==> config.mk <==
export PLATFORM = sky130hd
export DESIGN_NAME = password_sequencer_flat
export DESIGN_NICKNAME = d
export VERILOG_FILES = /design/src/rtl/password_pkg.sv /design/src/rtl/password_sequencer_if.sv /design/src/rtl/password_sequencer_code_capture.sv /design/src/rtl/password_sequencer.sv /design/src/flat_wrapper.sv
export SDC_FILE = /design/constraint.sdc
export NUM_CORES = 1
export LEC_CHECK = 0
export CAP_MARGIN = 20
export CORE_ASPECT_RATIO = 0.8
export CORE_MARGIN = 5
export CORE_UTILIZATION = 50
export CTS_BUF_LIST = sky130_fd_sc_hd__clkbuf_2
export DETAILED_ROUTE_END_ITERATION = 10
export PLACE_DENSITY = 0.77
export SLEW_MARGIN = 40
export SYNTH_ARGS = -nofsm -noshare
export SYNTH_HDL_FRONTEND = slang
export SYNTH_HIERARCHICAL = 1
export SYNTH_SLANG_ARGS = --single-unit
==> constraint.sdc <==
create_clock -name clk -period 2.13 [get_ports clk]
set_input_delay 0.213 -clock clk [delete_from_list [all_inputs] [get_ports clk]]
set_output_delay 0.213 -clock clk [all_outputs]
set_load 0.01 [all_outputs]
==> src/rtl/password_pkg.sv <==
// Shared types and default sizing for the password-entry sequencer.
package password_pkg;

  localparam int DEF_DIGITS      = 4;
  localparam int DEF_DIGIT_W     = 4;
  localparam int DEF_MAX_TRIES   = 3;
  localparam int DEF_LOCK_CYCLES = 16;

  typedef enum logic [2:0] {
    ST_IDLE,
    ST_ENTRY,
    ST_CHECK,
    ST_PASS,
    ST_FAIL,
    ST_LOCK
  } pw_state_t;

endpackage

==> src/rtl/password_sequencer_if.sv <==
// Keypad/password bus and lights-controller drive signals of the sequencer.
interface password_sequencer_if
  import password_pkg::*;
#(
  parameter int DIGITS    = DEF_DIGITS,
  parameter int DIGIT_W   = DEF_DIGIT_W,
  parameter int MAX_TRIES = DEF_MAX_TRIES
);
  localparam int TRIES_W = $clog2(MAX_TRIES + 1);

  logic [DIGIT_W-1:0]        digit;
  logic                      digitValid;
  logic                      clear;
  logic                      pwLoad;
  logic [DIGITS*DIGIT_W-1:0] pwValue;
  logic                      trueOut;
  logic                      falseOut;
  logic                      enableOut;
  logic                      lightsRstN;
  logic                      locked;
  logic [TRIES_W-1:0]        triesLeft;

  modport master (
    output digit, digitValid, clear, pwLoad, pwValue,
    input  trueOut, falseOut, enableOut, lightsRstN, locked, triesLeft
  );

  modport slave (
    input  digit, digitValid, clear, pwLoad, pwValue,
    output trueOut, falseOut, enableOut, lightsRstN, locked, triesLeft
  );

endinterface

==> src/rtl/password_sequencer_code_capture.sv <==
// Digit shift register and counter; the first digit entered ends up in the MSBs.
module code_capture
  import password_pkg::*;
#(
  parameter int DIGITS  = DEF_DIGITS,
  parameter int DIGIT_W = DEF_DIGIT_W,
  parameter int CNT_W   = $clog2(DIGITS + 1)
) (
  input  logic                      clk,
  input  logic                      rst,
  input  logic                      clr,
  input  logic                      shift,
  input  logic [DIGIT_W-1:0]        digit,
  input  logic [DIGITS*DIGIT_W-1:0] ref_code,
  output logic [CNT_W-1:0]          count,
  output logic                      full,
  output logic                      eq
);
  localparam int CODE_W = DIGITS * DIGIT_W;

  logic [CODE_W-1:0] code;

  always_ff @(posedge clk) begin
    if (rst || clr) begin
      code  <= '0;
      count <= '0;
    end else if (shift) begin
      code  <= (code << DIGIT_W) | CODE_W'(digit);
      count <= count + CNT_W'(1);
    end
  end

  assign full = (count == CNT_W'(DIGITS));
  assign eq   = (code == ref_code);

endmodule

==> src/rtl/password_sequencer.sv <==
// Password-entry FSM: collects digits, checks the code, counts failures and
// applies a timed lockout while driving the downstream lights controller.
module password_sequencer
  import password_pkg::*;
#(
  parameter int DIGITS      = DEF_DIGITS,
  parameter int DIGIT_W     = DEF_DIGIT_W,
  parameter int MAX_TRIES   = DEF_MAX_TRIES,
  parameter int LOCK_CYCLES = DEF_LOCK_CYCLES
) (
  input logic                 clk,
  input logic                 rst,
  password_sequencer_if.slave bus
);
  localparam int CODE_W  = DIGITS * DIGIT_W;
  localparam int CNT_W   = $clog2(DIGITS + 1);
  localparam int TRIES_W = $clog2(MAX_TRIES + 1);
  localparam int LOCK_W  = (LOCK_CYCLES > 1) ? $clog2(LOCK_CYCLES) : 1;

  pw_state_t          state, next_state;
  logic [CODE_W-1:0]  pw_reg;
  logic [TRIES_W-1:0] tries;
  logic [LOCK_W-1:0]  lock_cnt;

  logic [CNT_W-1:0]   cap_count;
  logic               cap_full, cap_eq, cap_shift, cap_clr;

  logic true_q, false_q, enable_q, lrn_q, locked_q;
  logic true_d, false_d, enable_d, lrn_d, locked_d;

  code_capture #(
    .DIGITS  (DIGITS),
    .DIGIT_W (DIGIT_W),
    .CNT_W   (CNT_W)
  ) u_capture (
    .clk      (clk),
    .rst      (rst),
    .clr      (cap_clr),
    .shift    (cap_shift),
    .digit    (bus.digit),
    .ref_code (pw_reg),
    .count    (cap_count),
    .full     (cap_full),
    .eq       (cap_eq)
  );

  // pwLoad wins over a digit in IDLE; clear wins over a digit in ENTRY.
  assign cap_shift = bus.digitValid &&
                     (((state == ST_IDLE) && !bus.pwLoad) ||
                      ((state == ST_ENTRY) && !bus.clear));
  assign cap_clr   = (next_state == ST_IDLE);

  always_ff @(posedge clk) begin
    if (rst) state <= ST_IDLE;
    else     state <= next_state;
  end

  always_comb begin
    next_state = state;
    case (state)
      ST_IDLE:  if (cap_shift) next_state = (DIGITS == 1) ? ST_CHECK : ST_ENTRY;
      ST_ENTRY: begin
        if (bus.clear)
          next_state = ST_IDLE;
        else if (cap_shift && (cap_count == CNT_W'(DIGITS - 1)))
          next_state = ST_CHECK;
      end
      ST_CHECK: next_state = (cap_full && cap_eq) ? ST_PASS : ST_FAIL;
      ST_PASS:  if (bus.clear) next_state = ST_IDLE;
      ST_FAIL:  next_state = (tries == '0) ? ST_LOCK : ST_IDLE;
      ST_LOCK:  if (lock_cnt == '0) next_state = ST_IDLE;
      default:  next_state = ST_IDLE;
    endcase
  end

  always_ff @(posedge clk) begin
    if (rst) begin
      pw_reg   <= '0;
      tries    <= TRIES_W'(MAX_TRIES);
      lock_cnt <= '0;
    end else begin
      if ((state == ST_IDLE) && bus.pwLoad)
        pw_reg <= bus.pwValue;

      if (state == ST_CHECK) begin
        if (cap_full && cap_eq) tries <= TRIES_W'(MAX_TRIES);
        else if (tries != '0)   tries <= tries - TRIES_W'(1);
      end else if ((state == ST_LOCK) && (lock_cnt == '0)) begin
        tries <= TRIES_W'(MAX_TRIES);
      end

      if ((state == ST_FAIL) && (tries == '0))
        lock_cnt <= LOCK_W'(LOCK_CYCLES - 1);
      else if ((state == ST_LOCK) && (lock_cnt != '0))
        lock_cnt <= lock_cnt - LOCK_W'(1);
    end
  end

  // Lights drive lags the state by one cycle so PASS/FAIL appear two edges
  // after the last digit; clear and the FAIL pulse act on the same edge.
  always_comb begin
    true_d   = (state == ST_PASS) && !bus.clear;
    enable_d = (next_state == ST_ENTRY) || (next_state == ST_CHECK) ||
               (state == ST_CHECK);
    false_d  = !true_d && !enable_d;
    lrn_d    = !((state == ST_FAIL) ||
                 (((state == ST_ENTRY) || (state == ST_PASS)) && bus.clear));
    locked_d = (next_state == ST_LOCK);
  end

  always_ff @(posedge clk) begin
    if (rst) begin
      true_q   <= 1'b0;
      false_q  <= 1'b1;
      enable_q <= 1'b0;
      lrn_q    <= 1'b0;
      locked_q <= 1'b0;
    end else begin
      true_q   <= true_d;
      false_q  <= false_d;
      enable_q <= enable_d;
      lrn_q    <= lrn_d;
      locked_q <= locked_d;
    end
  end

  assign bus.trueOut    = true_q;
  assign bus.falseOut   = false_q;
  assign bus.enableOut  = enable_q;
  assign bus.lightsRstN = lrn_q;
  assign bus.locked     = locked_q;
  assign bus.triesLeft  = tries;

endmodule

==> src/flat_wrapper.sv <==
// flat-port wrapper written by rule: the top's interface ports become plain ports
module password_sequencer_flat import password_pkg::*;
#(
  parameter int DIGITS      = DEF_DIGITS,
  parameter int DIGIT_W     = DEF_DIGIT_W,
  parameter int MAX_TRIES   = DEF_MAX_TRIES,
  parameter int LOCK_CYCLES = DEF_LOCK_CYCLES
)
  (clk, rst, bus_digit, bus_digitValid, bus_clear, bus_pwLoad, bus_pwValue, bus_trueOut, bus_falseOut, bus_enableOut, bus_lightsRstN, bus_locked, bus_triesLeft);
  password_sequencer_if #(.DIGITS(DIGITS), .DIGIT_W(DIGIT_W), .MAX_TRIES(MAX_TRIES)) bus_i ();
  input logic clk;
  input logic rst;
  input wire logic [$bits(bus_i.digit)-1:0] bus_digit;
  input wire logic [$bits(bus_i.digitValid)-1:0] bus_digitValid;
  input wire logic [$bits(bus_i.clear)-1:0] bus_clear;
  input wire logic [$bits(bus_i.pwLoad)-1:0] bus_pwLoad;
  input wire logic [$bits(bus_i.pwValue)-1:0] bus_pwValue;
  output wire logic [$bits(bus_i.trueOut)-1:0] bus_trueOut;
  output wire logic [$bits(bus_i.falseOut)-1:0] bus_falseOut;
  output wire logic [$bits(bus_i.enableOut)-1:0] bus_enableOut;
  output wire logic [$bits(bus_i.lightsRstN)-1:0] bus_lightsRstN;
  output wire logic [$bits(bus_i.locked)-1:0] bus_locked;
  output wire logic [$bits(bus_i.triesLeft)-1:0] bus_triesLeft;
  assign bus_i.digit = bus_digit;
  assign bus_i.digitValid = bus_digitValid;
  assign bus_i.clear = bus_clear;
  assign bus_i.pwLoad = bus_pwLoad;
  assign bus_i.pwValue = bus_pwValue;
  assign bus_trueOut = bus_i.trueOut;
  assign bus_falseOut = bus_i.falseOut;
  assign bus_enableOut = bus_i.enableOut;
  assign bus_lightsRstN = bus_i.lightsRstN;
  assign bus_locked = bus_i.locked;
  assign bus_triesLeft = bus_i.triesLeft;
  password_sequencer #(.DIGITS(DIGITS), .DIGIT_W(DIGIT_W), .MAX_TRIES(MAX_TRIES), .LOCK_CYCLES(LOCK_CYCLES)) u_core (.clk(clk), .rst(rst), .bus(bus_i));
endmodule
==> run summary <==
32 I/O pins were placed. Clock-pin transition on the worst setup and hold timing paths: 0.24 ns. After detailed routing, the number of remaining DRC violations is 0.

Counting distinct cell types in the post-synthesis netlist gives 43. The logs give 0 for the number of antenna violations at the first check in global routing and 0.000427 V for the worst vdd rail ir drop. Global routing used 15.9% of the available tracks across all layers. Yosys printed 6 warnings. Before CTS, the worst setup slack after placement is 0.0321 ns. The first TritonRoute pass finished after 5 iterations. The library cell used most frequently in the layout, excluding fill and tap cells, is dfxtp_1. In this run the deepest clock path goes through 2 buffers. The tools report the area after detailed placement as 0.00260 mm^2. The critical path crosses 9 cells after its start point.

Yosys mapped a number of flops with a built-in enable equal to 0. TritonCTS built the clock tree. Measured along the y axis, the die boundary spans 69.7 um. For the number of cell rows, the log shows 21.

The total overflow left after global routing is 0. For this run, the leading register cell type out of synthesis is dfxtp_1. The die covers 0.00591 mm^2. The tree is rooted in a clkbuf_2.

The number of buffer and inverter instances along the worst setup path was 1. After the last flow step, the layout net total stands at 310. Clock tree synthesis inserted a total of 5 buffers.

Setup repair after global routing could not meet its margin everywhere. The first global-routing pass estimated 7650 um of wire. For this run, asynchronously set or reset flops after synthesis account for 0%. For this configuration, the core starts out at a cell density of 52.4%. The detail-routed net length per standard cell is 13.8 um.

The run finished with clean final reports. STA puts the critical path data arrival time at 2.46 ns. The signal on the critical path passes through xnor2_2, nand4_1, nor4_4, nand4b_1, a21oi_2, nor3b_2, or2_4, buf_12, nor2_2. The run gives 0 as the final count of pins violating max slew. In the layout the commonest cells are dfxtp_1 (43), nand2_1 (36), clkdlybuf4s50_1 (31). For this block, the via count after detailed routing is 1732.

The run gives 65.5% as the relative max-transition margin. The count of final hold-check violations was 0. Overall power consumption after layout is estimated at 1.53 mW. The congestion estimate from routability-driven global placement came to 0.831.

After floorplanning, the core was sized to cover 0.00426 mm^2. After layout, the minimum clock period comes to 2.12 ns. The number of antenna diodes in the final layout is 0. The worst hold path depth was 3. Path class of the lowest-slack min-delay path: in2reg. The CTS sink count is 49, and the number of cells traversed by the worst register-to-register path is 9.

At the worst endpoint, the required time is 2.47 ns. The number of nets handed over by synthesis was 274. The detail route stage leaves a number of antenna-violating nets equal to 0. Input and output buffers added on the ports amount to 31. Summing every instance area after synthesis gives 0.00223 mm^2.

The count of mapped cells out of synthesis is 245. CTS built an H-tree with a depth of 2. The aggregate negative setup slack was 0 ns; the count of state elements after synthesis was 49. The width of the die was 84.7 um.

Endpoint class of the critical path: a register. Max-cap violations in this run came to 0. The power density normalized to cell area is 559 mW/mm^2. Grouping stages by cell kind, the critical path spends the most delay in simple AND/OR/NAND/NOR gates. The final critical-path setup slack was 0.00564 ns; the total half-perimeter wirelength after legalization and detailed placement was 3190 um.

Cells with a size suffix above 1 make up 16.3% of the layout. The critical path start-end classification is reg2reg. The cell type of the slowest stage on the worst timing path is dfxtp_2.

The clock arrives with 0.0220 ns of skew. The stage delay of the slowest cell on the critical path was 0.39 ns. The worst setup path is launched from a register.

The per-cell via count in the routed design is 5.11, and the number of global-route vias before repair is 1582. The detailed router's first-iteration violation count was 121. The average instance in the mapped netlist occupies 9.11 um^2. After layout, the worst path uses 99.7% of the clock period. The later pin in the worst-skew pair is clocked with a latency of 0.40 ns.

The critical-path maximum fanout is 10, and the fraction of the yosys area taken by sequential cells is 44.0%. Relative to the synthesized area, the layout overhead comes to 23.1%. The final layout contains routed wiring with a total length of 4690 um. Setup violations remaining at the end of the flow were counted as 0. The maximum number of pins on one net before global-route repair is 25, and the static leakage is 0.992 nW.

For the pin with the worst max-slew slack, the measured transition is 0.516 ns. The final cell area excluding filler cells was 0.00275 mm^2. In this run, post-CTS hold repair placed 0 buffers. Static timing analysis puts the maximum clock frequency at 0.471 GHz.
==> power by group <==
group,switching [mW],internal [mW]
sequential,0.0210,0.944
combinational,0.102,0.122
clock,0.274,0.0722
==> repair_timing <==
action,4_1_cts,5_1_grt
cloned,0,1
gates resized for setup,3,19
endpoints found under the setup margin,14,19
buffers inserted,0,2
pin swaps,1,7
==> final timing paths <==
check	startpoint	slack (ns)	to
setup / recovery	u_core/pw_reg[1]	0.006	u_core/u_capture/code[15]
hold / removal	bus_pwValue[1]	0.32	u_core/pw_reg[1]
setup reg to reg	u_core/pw_reg[1]	0.006	u_core/u_capture/code[15]
hold reg to reg	u_core/pw_reg[3]	0.49	u_core/pw_reg[3]
==> synth_stat cells (all sizes together), types with 2 or more instances <==
| library cell | count | area (um^2) |
|---|---|---|
| and2 | 2 | 12.5 |
| nand4 | 4 | 25.0 |
| nand2 | 37 | 139 |
| buf | 7 | 78.8 |
| nor3b | 6 | 55.1 |
| dfxtp | 49 | 981 |
| mux2i | 17 | 170 |
| a21oi | 25 | 125 |
| inv | 8 | 30.0 |
| nand2b | 2 | 12.5 |
| nor2b | 2 | 12.5 |
| nor2 | 24 | 90.1 |
| ha | 4 | 50.1 |
| o21ai | 2 | 10.0 |
| clkbuf | 5 | 20.0 |
| nand4b | 2 | 17.5 |
| nor4 | 3 | 25.0 |
| nand3 | 4 | 20.0 |
| or2 | 2 | 12.5 |
| nor3 | 4 | 31.3 |
| xnor2 | 20 | 175 |
| nand3b | 2 | 15.0 |
==> layout make-up <==
class | instances | area (um^2)
clock inverters | 3 | 12.5
multi-input cells | 176 | 1190
well taps | 57 | 71.3
clock buffers | 5 | 25.0
fillers | 373 | 1510
inverters | 8 | 30.0
repair buffers | 41 | 428
flip-flops and latches | 49 | 988
==> per-layer routing <==
metal,wire length (um),vias up,track usage [%]
met5,0,-,0
met2,2030,36,22.2
met4,36,0,4.92
met1,2410,795,24.0
met3,215,2,3.56
li1,-,899,-
==> worst register-to-register path: stages (launching register included) <==
cell	delay, ns
dfxtp_2	0.39
xnor2_2	0.18
nand4_1	0.18
nor4_4	0.37
nand4b_1	0.17
a21oi_2	0.19
nor3b_2	0.06
or2_4	0.26
buf_12	0.15
nor2_2	0.10
==> metrics by stage <==
step                      hold WS (ns)  util (%)  cells
after global placement           0.455      61.0    328
after CTS                        0.302      62.3    336
final                            0.317      64.5    339
after floorplan                  0.349         -    245
after detailed placement         0.464      61.0    328
after global routing             0.293      64.5    339
==> cell families (layout without fill, tap and decap cells) <==
group | count (synthesis) | after routing | synth area share (%)
adders and majority gates | 4 | 4 | 2.24
xor gates and xnor gates | 21 | 21 | 8.24
and+or+nand+nor | 99 | 99 | 23.0
AOI/OAI and AO/OA | 34 | 34 | 8.64
buffers and inverters | 20 | 57 | 5.78
muxes | 18 | 18 | 8.13
DFF | 49 | 49 | 44.0
Power figures use the tool's default switching activity.
==> edit, RTL diff (same flow settings) <==
Change the package constant `DEF_LOCK_CYCLES` from 16 to 64.
--- a/src/rtl/password_pkg.sv
+++ b/src/rtl/password_pkg.sv
@@ -6,3 +6,3 @@
   localparam int DEF_MAX_TRIES   = 3;
-  localparam int DEF_LOCK_CYCLES = 16;
+  localparam int DEF_LOCK_CYCLES = 64;
 
Function: no difference found for any inputs over 10 cycles, from zero or initial values and one cycle with rst high; that may be too few to reach the edited logic, so the function may still have changed.
==> edit against the original RTL <==
The run now ends with setup timing left; area after synthesis rose by 4.4%; sequential cell count rose by 2; synthesized cell count is 3.7% higher; largest power group unchanged; setup slack worse by 33 ps; count of clock-buffer cells in the layout is 1 higher; maximum frequency decreased by 1.5%; final area up 5.8%; combinational power shrank 3%; cell count rose by 7.1%; utilization down 0.53 points; non-clock buffer count is 10 higher; power increased by 4.8%; critical endpoint is now u_core/u_capture/code[13]; wire length grew 12%.
==> edit: results (changes against the original RTL) <==
.. list-table::
   :header-rows: 1

   * - Metric
     - Value
   * - Routing usage on met3
     - 0.0431 (was 0.0356)
   * - Maximum fanout along the worst path
     - 9 (was 10)
   * - Final Setup Violations
     - 11 (was 0)
   * - Slew at the pin closest to its max-slew limit
     - 639 ps (was 516 ps)
   * - Largest net degree at the start of global routing
     - 21 (was 25)
   * - Number of register bits inferred by synthesis
     - 51 (was 49)
   * - Post-placement worst setup slack
     - -73.3 ps (was 32.1 ps)
   * - HPWL Detailed
     - 3530 um (was 3190 um)
   * - Violated checks
     - setup timing
   * - Vias in the first global route
     - 1,698 (was 1,582)
   * - Share of final-layout standard cells stronger than drive strength 1
     - 0.228 (was 0.163)
   * - Highest ir drop seen on vdd
     - 0.000330 V (was 0.000427 V)
   * - Weighted congestion reported at the end of routability-driven placement
     - 0.851 (was 0.831)
   * - CTS clk-pin slew, worst paths
     - 270 ps (was 240 ps)
   * - Number of cells traversed by the worst register-to-register path
     - 8 (was 9)
   * - Syn Nets
     - 283 (was 274)
   * - Min setup slack post-route
     - -26.9 ps (was 5.64 ps)
   * - Final total negative setup slack
     - -133 ps (was 0 ps)
   * - Detail-routed net length per standard cell
     - 14.5 um (was 13.8 um)
   * - Cell types with the highest counts after synthesis
     - sky130_fd_sc_hd__dfxtp_1 (51), sky130_fd_sc_hd__nand2_1 (38), sky130_fd_sc_hd__nor2_1 (30) (was sky130_fd_sc_hd__dfxtp_1 (49), sky130_fd_sc_hd__nand2_1 (37), sky130_fd_sc_hd__a21oi_1 (25))
   * - Critical Path Slowest Stage Cell
     - sky130_fd_sc_hd__dfxtp_1 (was sky130_fd_sc_hd__dfxtp_2)
   * - Number of detailed-route iterations in the first pass
     - 4 (was 5)
   * - Met1 layer usage reported by global route
     - 0.248 (was 0.240)
   * - Worst stage delay on the critical path
     - 410 ps (was 390 ps)
   * - Sequential element share of the synthesized area
     - 0.438 (was 0.440)
   * - # nets final
     - 331 (was 310)
   * - Unique masters post-synth
     - 49 (was 43)
   * - Number of DRC markers after the initial detailed-route iteration
     - 166 (was 121)
   * - Outcome
     - finished, violations left (was finished, final reports clean)
   * - Leading cell types by total area after synthesis
     - sky130_fd_sc_hd__dfxtp_1 (44%), sky130_fd_sc_hd__mux2i_1 (7.7%), sky130_fd_sc_hd__xnor2_1 (6.8%) (was sky130_fd_sc_hd__dfxtp_1 (44%), sky130_fd_sc_hd__xnor2_1 (7.9%), sky130_fd_sc_hd__mux2i_1 (7.6%))
   * - Met2 global-route usage
     - 0.239 (was 0.222)
   * - Fillcell total
     - 401 (was 373)
   * - Vias per Instance
     - 5.29 (was 5.11)
   * - Global-route wire length before repair
     - 8140 um (was 7650 um)
   * - Global routing usage summed across all routing layers
     - 0.169 (was 0.159)
==> edit: changes by cell type after synthesis, sizes merged, moves of 4 or more <==
cell	delta
a21oi	-5
nor2	+6
a31oi	+4
nor3b	-4
==> edit: final timing paths <==
kind,startpoint,endpoint,slack [ps]
min,bus_pwValue[0],u_core/pw_reg[0],270
max,u_core/u_capture/code[11],u_core/u_capture/code[13],-30
min reg2reg,u_core/pw_reg[1],u_core/pw_reg[1],480
max reg2reg,u_core/u_capture/code[11],u_core/u_capture/code[13],-30
==> edit: through the flow <==
| stage | total power (W) | area [um^2] | utilization | instances |
|---|---|---|---|---|
| floorplan | 0.00114 | 2330 | - | 254 |
| global placement | 0.00122 | 2740 | 0.603 | 347 |
| detailed placement | 0.00122 | 2740 | 0.603 | 347 |
| CTS | 0.00160 | 2860 | 0.630 | 364 |
| global route | 0.00168 | 2910 | 0.640 | 363 |
| finish | 0.00161 | 2910 | 0.640 | 363 |
==> edit: repair_timing <==
| item | CTS | global route |
|---|---|---|
| pin swaps | 6 | 19 |
| endpoints found under the setup margin | 19 | 20 |
| buffers inserted | 9 | 0 |
| resized for setup | 8 | 23 |
| gates cloned | 0 | 2 |
==> edit: report_power, final <==
group	switching, W	total, W	internal, W
Clock	0.000305	0.000389	0.0000835
Combinational	0.000101	0.000217	0.000117
Sequential	0.0000208	0.00100	0.000981
Total	0.000427	0.00161	0.00118
==> edit: layer usage <==
| layer | routed length [um] | part of all wire | vias up |
|---|---|---|---|
| met3 | 390 | 0.074 | 12 |
| met1 | 2420 | 0.46 | 888 |
| met4 | 87 | 0.017 | 0 |
| met5 | 0 | 0 | - |
| met2 | 2360 | 0.45 | 59 |
| li1 | - | - | 963 |
==> edit: kinds of logic (layout without fill, tap and decap cells) <==
group / count (synthesis) / after routing / synth area share
AO/OA/AOI/OAI: 39 / 39 / 0.111
buffers and inverters: 19 / 66 / 0.0505
AND/OR/NAND/NOR: 104 / 106 / 0.230
multiplexers: 18 / 18 / 0.0774
flip-flops: 51 / 51 / 0.438
adder cells (fa/ha/maj): 4 / 4 / 0.0215
XOR/XNOR: 19 / 19 / 0.0715
==> edit: layout make-up <==
type / instances / share of cell area
Clock buffer: 6 / 0.0103
Tap cell: 60 / 0.0258
Inverter: 7 / 0.00904
Timing Repair Buffer: 51 / 0.158
Multi-Input combinational cell: 186 / 0.434
Clock inverter: 2 / 0.00430
Sequential cell: 51 / 0.358
